===== config.mk =====
export PLATFORM = sky130hd
export DESIGN_NAME = sound_event_scheduler
export DESIGN_NICKNAME = d
export VERILOG_FILES = /design/src/rtl/sound_event_scheduler.sv
export SDC_FILE = /design/constraint.sdc
export NUM_CORES = 1
export LEC_CHECK = 0
export CAP_MARGIN = 20
export CORE_UTILIZATION = 45
export CTS_BUF_LIST = sky130_fd_sc_hd__clkbuf_2
export DETAILED_ROUTE_END_ITERATION = 12
export HOLD_SLACK_MARGIN = 0.12
export SLEW_MARGIN = 30
export SYNTH_ARGS = -nofsm -noshare
export SYNTH_HDL_FRONTEND = slang
export SYNTH_SLANG_ARGS = --single-unit

===== constraint.sdc =====
create_clock -name clk -period 3 [get_ports clk]
set_input_delay 0.3 -clock clk [delete_from_list [all_inputs] [get_ports clk]]
set_output_delay 0.3 -clock clk [all_outputs]
set_load 0.02 [all_outputs]

===== src/rtl/sound_event_scheduler.sv =====
// sound_event_scheduler: latches sound requests and plays them one at a time, lowest index first, with a silent gap after each tone
// Optional feature macro: SOUND_PREEMPT_EN (a strictly higher-priority request aborts the current tone or gap)
module sound_event_scheduler #(
    parameter int                    NREQ     = 4,
    parameter int                    DIV_W    = 8,
    parameter int                    DUR_W    = 24,
    parameter logic [NREQ*DIV_W-1:0] TONE_DIV = {8'd89, 8'd150, 8'd107, 8'd188},
    parameter logic [NREQ*DUR_W-1:0] TONE_DUR = {24'd6000000, 24'd1500000, 24'd3000000, 24'd10000000},
    parameter int                    GAP_CYC  = 120000
) (
    input  logic             clk,
    input  logic             nRst,
    input  logic [NREQ-1:0]  req,
    output logic             tone_en,
    output logic [DIV_W-1:0] tone_div,
    output logic [NREQ-1:0]  grant,
    output logic             busy,
    output logic             done,
    output logic [NREQ-1:0]  pending
);
    localparam int IW = NREQ > 1 ? $clog2(NREQ) : 1;
    localparam logic [1:0] IDLE = 2'd0, PLAY = 2'd1, GAP = 2'd2;
    localparam logic [DUR_W-1:0] ONE = DUR_W'(1);
    localparam logic [DUR_W-1:0] GAP_LOAD = DUR_W'(GAP_CYC);
    logic [1:0]       state, state_n;
    logic [DUR_W-1:0] timer, timer_n;
    logic [IW-1:0]    idx, idx_n, low;
    logic             load;
    logic [NREQ-1:0]  clr;

    // lowest pending index wins arbitration
    always_comb begin
        low = '0;
        for (int i = NREQ - 1; i >= 0; i--) if (pending[i]) low = IW'(i);
    end

`ifdef SOUND_PREEMPT_EN
    // idx still holds the last grant during GAP, so a gap is preemptible too
    assign load = |pending && (state == IDLE || low < idx);
`else
    assign load = |pending && state == IDLE;
`endif
    assign clr = load ? NREQ'(1) << low : '0;

    // next state, timer and selected requester
    always_comb begin
        state_n = state;
        timer_n = timer;
        idx_n   = idx;
        if (load) begin
            state_n = PLAY;
            timer_n = TONE_DUR[low*DUR_W +: DUR_W];
            idx_n   = low;
        end else if (state == PLAY) begin
            state_n = timer == ONE ? GAP : PLAY;
            timer_n = timer == ONE ? GAP_LOAD : timer - ONE;
        end else if (state == GAP) begin
            state_n = timer == ONE ? IDLE : GAP;
            timer_n = timer == ONE ? '0 : timer - ONE;
        end
    end

    // registered state, request latch and outputs decoded from the next state
    always_ff @(posedge clk or negedge nRst) begin
        if (!nRst) begin
            state    <= IDLE;
            timer    <= '0;
            idx      <= '0;
            pending  <= '0;
            tone_en  <= 1'b0;
            tone_div <= '0;
            grant    <= '0;
            busy     <= 1'b0;
            done     <= 1'b0;
        end else begin
            state    <= state_n;
            timer    <= timer_n;
            idx      <= idx_n;
            pending  <= (pending & ~clr) | req;
            tone_en  <= state_n == PLAY;
            tone_div <= state_n == PLAY ? TONE_DIV[idx_n*DIV_W +: DIV_W] : '0;
            grant    <= state_n == PLAY ? NREQ'(1) << idx_n : '0;
            busy     <= state_n != IDLE;
            done     <= state_n == PLAY && timer_n == ONE;
        end
    end
endmodule

==> results.cfg, run 1 <==
[status]
status = finished clean

[timing]
slew_viol_final = 0
tightest_slew_ps = 611
fin_tns_setup_ps = 0
skew_ps = 21.2
rsz0062_at_grt = no
period_share_pct = 96.5
hold_slack_ps = 355
setup_viol = 0
max_freq_ghz = 0.345
hold_violations = 0
max_slew_margin_pct = 59.1
timing.final.crit_period_ps = 2900

[detailed_routing]
wl_per_cell_um = 19.0
routed_wl_mm = 8.05
ant_nets = 0
firstDrtPassIters = 5
dr_total_vias = 2644
drt_iter0_markers = 286
drc = 0
via_per_inst = 6.25

[yosys]
yosysSeqAreaShare_pct = 40.7
synth_edf_count = 0
synth-main-ff-cell = dfrtp_1
synth_top_area_share_pct = 40.7
syn_nets = 322
ys_ff_latch = 45
yosysMostFrequentCell = dfrtp_1
avgSynthCellArea_um2 = 8.97
syn-cell-area_um2 = 2760
synth.area.top_cells = dfrtp_1 41%, o21ai_0 4.3%, nand2_1 4.3%, nor2_1 3.9%, ha_1 3.6%
yosys.area.top_type = dfrtp_1
ys_warn_count = 0
synthArstFlopShare_pct = 100
synth_cells = 308
synth_cell_types = 60
yosys-top-cells-count = 45 x dfrtp_1, 32 x nand2_1, 29 x nor2_1, 24 x o21ai_0, 12 x nor3_1

[floorplanning]
die_y_um = 80.4
die_width_um = 80.4
core_area_um2 = 5920
start_util_pct = 46.7
rows = 28
io_pins = 25
die_area_um2 = 6460

[run]
maxCapViolCount = 0

[grt]
grt_pass1_wl_mm = 12.9
grt_overflow = 0
grt_pass1_vias = 2302
grt_max_degree = 46
grt_use_total_pct = 27.5
antenna_found_initial = 0

[clock_network]
ctsLongestPathBuffers = 2
clkTransAtPathRegs_ps = 260
root_buffer = clkbuf_2
cts_num_sinks = 45
htree_levels = 2
numCtsBuffers = 5
cts_tree = built
cts_setup_buffers = 0
worst_skew_pair.late_latency_ps = 430

[pwr]
p_leak_nw = 1.31
ir_drop_uv = 200
power_density_nw_per_um2 = 280

[setup_path]
critical_path_class = flop to flop
cp-end-kind = flop
rr_worst_depth = 9
crit_fanout = 10
start_kind = flop
crit_arrival_ps = 3240
worstPathRequired_ps = 3350

[placement]
place_area_um2 = 3180
io_buffer_count = 24
place_congestion = 0.943
hpwl_mm = 5.96

[cells_and_area]
drive_gt1_share_pct = 13.8
area_growth_pct = 16.9
layout.nets = 361
design_area_um2 = 3230
diodes = 0

[worst_hold_path]
min_path_type = input pin to async pin
==> timing repair <==
action,in CTS,in global routing
hold buffers,1,0
resized for setup,0,1
endpoints found under the setup margin,0,1
endpoints found under the hold margin,45,0
==> final cells by class <==
type,count,area [um^2]
Fill cell,549,2690
Clock buffer,5,25.0
Timing Repair Buffer,50,435
Clock inverter,3,21.3
Multi-Input combinational cell,235,1490
Tap cell,75,93.8
Sequential cell,45,1130
Inverter,10,37.5
==> state kept, by name, indices dropped and copies added (netlist names) <==
| register | cells |
|---|---|
| done | 1 |
| busy | 1 |
| timer | 24 |
| tone_en | 1 |
| tone_div | 6 |
| grant | 4 |
| pending | 4 |
| idx | 2 |
| state | 2 |
==> per-stage QoR <==
step                      utilization, %  std cells  total power (W)  setup WS [ps]
after floorplan                        -        308         0.000619            579
after detailed placement            53.6        414         0.000637            248
after global placement              53.6        414         0.000637            219
after CTS                           54.6        423         0.000916            199
final                               54.6        423         0.000905            104
after global routing                54.6        423         0.000938           3.87
==> logic make-up after synthesis <==
group                    after synthesis  synth area share, %
adder cells (fa/ha/maj)                8                 3.62
buffers and inverters                 28                 5.25
flip-flops                            45                 40.7
AO/OA/AOI/OAI                         71                 17.0
XOR/XNOR                              11                 3.49
AND/OR/NAND/NOR                      145                 29.9
==> worst max-delay path, cell delays in order, from the launching register on <==
cell and delay, ps:
dfrtp_1 490, inv_1 100, ha_1 250, nor3b_2 560, nand4_1 300, o21ai_0 260, a21o_2 160, nand2_2 50
or3_1 410, nor4_2 260
==> power by group <==
| part | total, W | internal, W | switching, W |
|---|---|---|---|
| Combinational | 0.0000191 | 0.00000661 | 0.0000125 |
| Clock | 0.000277 | 0.0000601 | 0.000217 |
| Sequential | 0.000608 | 0.000608 | 0.0000000000000000000911 |
| Total | 0.000905 | 0.000675 | 0.000230 |
==> cells in the final DEF (no fill, tap or decap), types with 4 or more instances in the layout <==
cell type	synthesis	final
inv_1	10	10
and3_1	6	6
nor3_1	12	12
nor4_1	10	10
nand2_1	32	32
buf_4	4	26
xnor2_1	4	4
a211oi_1	7	7
clkdlybuf4s50_1	0	23
xor2_1	7	7
or4_1	5	5
ha_1	8	8
nand3_1	11	11
o21ai_0	24	23
a21oi_1	11	11
or3_1	7	7
clkbuf_2	0	5
nand4_1	6	6
dfrtp_1	45	45
nor2_1	29	29
==> routing by layer <==
layer  track usage (%)  routed length (um)  up-vias  share of wire (%)
met2              36.1                3320      165                 41
met1              43.1                3680     1236                 46
met3              6.02                 856       23                 11
met5                 0                   0        -                  0
li1                  -                   -     1220                  -
met4              9.64                 201        0                2.5
==> worst paths after layout <==
kind                            startpoint           to  slack [ps]
worst min register to register  pending[3]   pending[3]         610
min in group clk                    req[0]   pending[0]         410
worst max register to register    timer[0]         done         100
max in group asynchronous             nRst     timer[3]        2230
worst max-delay path              timer[0]         done         100
worst min-delay path                  nRst  tone_div[1]         360
No activity file was read; power rests on OpenSTA's default activity.
==> run 2: changes to the inputs <==
--- a/config.mk
+++ b/config.mk
@@ -10,7 +10,7 @@
 export CTS_BUF_LIST = sky130_fd_sc_hd__clkbuf_2
 export DETAILED_ROUTE_END_ITERATION = 12
 export HOLD_SLACK_MARGIN = 0.12
-export SLEW_MARGIN = 30
+export SLEW_MARGIN = 5
 export SYNTH_ARGS = -nofsm -noshare
 export SYNTH_HDL_FRONTEND = slang
 export SYNTH_SLANG_ARGS = --single-unit
==> run 2 against run 1 <==
Via count is 0.98% lower; first-iteration DRC count grew 22%; clock skew grew 2.9 ps; die area did not move; core utilization is 0.55 points higher; worst hold slack got worse by 160 ps; sequential power hardly changed; maximum frequency grew 1.6%; global-route usage grew 0.21 points; critical path type unchanged.
==> results.cfg, run 2 (synthesis gave the netlist of run 1 again) <==
[setup_path]
start_kind = flop
worstPathRequired_ps = 3370
cp-end-kind = flop
crit_fanout = 10
cpMaxStageDelayCell = nor3b_2
crit_arrival_ps = 3220
critical_path.max_stage_delay_ps = 550
cp_cell_sequence = inv_1 > ha_1 > nor3b_2 > nand4_1 > o21ai_0 > a21o_2 > nand2_2 > or3_1 > nor4_2
critical_path_class = flop to flop

[grt]
met1_usage_pct = 44.2
gr-usage-met3_pct = 5.00
grt_max_degree = 46
grt_pass1_vias = 2301
grt_use_total_pct = 27.7
grt_use_met2_pct = 36.4
antenna_found_initial = 0
grt_pass1_wl_mm = 13.0
top_usage_layer = met1
grt_overflow = 0

[timing]
period_share_pct = 95.0
rsz0062_at_grt = no
hold_violations = 0
fin_ws_ps = 150
max_freq_ghz = 0.351
tightest_slew_ps = 601
slew_viol_final = 0
timing.final.crit_period_ps = 2850
setup_viol = 0
max_slew_margin_pct = 59.6
skew_ps = 24.1
fin_tns_setup_ps = 0

[cells_and_area]
layout.nets = 364
final_cell_mix = 45 x dfrtp_1, 32 x nand2_1, 29 x nor2_1
drive_gt1_share_pct = 14.8
largest_register_ffs = 24
top_regs = timer: 24 flops, tone_div: 6 flops
area_growth_pct = 18.1
regMostFlops = timer
layout_commonest_cell = dfrtp_1
diodes = 0
num-fill-cells = 548

[clock_network]
ctsLongestPathBuffers = 2
htree_levels = 2
numCtsBuffers = 5
ctsResizeCount = 0
cts_num_sinks = 45
clkTransAtPathRegs_ps = 260
cts_tree = built
root_buffer = clkbuf_2
worst_skew_pair.late_latency_ps = 430

[detailed_routing]
drc = 0
wl_per_cell_um = 18.9
dr_total_vias = 2618
ant_nets = 0
drt_iter0_markers = 350
firstDrtPassIters = 5
routed_wl_mm = 8.07
via_per_inst = 6.15

[floorplanning]
core_area_um2 = 5920
start_util_pct = 46.7
rows = 28
io_pins = 25
die_area_um2 = 6460
die_y_um = 80.4
die_width_um = 80.4

[placement]
post-place-ws_ps = 224
place_congestion = 0.943
io_buffer_count = 24
hpwl_mm = 5.96

[worst_hold_path]
min_path_type = input pin to async pin

[pwr]
p_leak_nw = 1.33
power_density_nw_per_um2 = 278
ir_drop_uv = 265
p_total_w = 0.000909

[status]
status = finished clean

[run]
maxCapViolCount = 0
==> run 2: cell count changes in the layout (fill, tap and decap cells not counted), sizes merged <==
cell / previous run / this run
buf: 26 / 29
clkinv: 2 / 1
clkinvlp: 0 / 1
==> run 2: stage by stage <==
step                      utilization (%)  hold WS, ps  std cells  instance area [um^2]
final                                55.1          195        426                  3260
after global routing                 55.1          190        426                  3260
after CTS                            54.5          383        423                  3230
after detailed placement             53.6          528        414                  3170
after global placement               53.6          530        414                  3170
after floorplan                         -         4.41        308                  2760
==> run 2: final timing paths <==
path	slack (ps)	depth (start not counted)	startpoint	end
min in group clk	410	2	req[0]	pending[0]
max reg2reg	150	9	timer[0]	done
max	150	9	timer[0]	done
min	200	2	nRst	grant[1]
max in group asynchronous	2320	3	nRst	tone_div[3]
min reg2reg	610	1	pending[3]	pending[3]
==> run 2: layout make-up <==
cell class                 count  area, um^2  area share, %
clock buffer                   5        25.0          0.767
clock inverter                 3        21.3          0.652
inverter                      10        37.5           1.15
sequential                    45        1130           34.5
tap                           75        93.8           2.87
multi-input combinational    235        1490           45.7
timing repair buffer          53         468           14.3
==> run 2: repair_timing <==
item                                    4_1_cts  5_1_grt
hold buffers                                  1        0
endpoints found under the setup margin        0        1
buffers inserted                              0        2
endpoints found under the hold margin        45        0
==> run 2: where the power goes <==
part           internal (W)             switching [W]  leakage [nW]  total (W)
Sequential         0.000608  0.0000000000000000000905         0.522   0.000608
Clock             0.0000591                  0.000220        0.0294   0.000279
Combinational    0.00000887                 0.0000128         0.778  0.0000217
==> run 2: layer usage <==
layer	vias to the layer above	wire [um]
met5	-	0
met2	152	3400
met1	1234	3780
met4	0	108
li1	1220	-
met3	12	784
==> run 2: critical path: cells and delay by family, from the launching register on <==
kind,cells,cell delay [ps]
AO/OA/AOI/OAI,2,410
adder cells (fa/ha/maj),1,250
buffers and inverters,1,100
flip-flops,1,500
AND/OR/NAND/NOR,5,1530
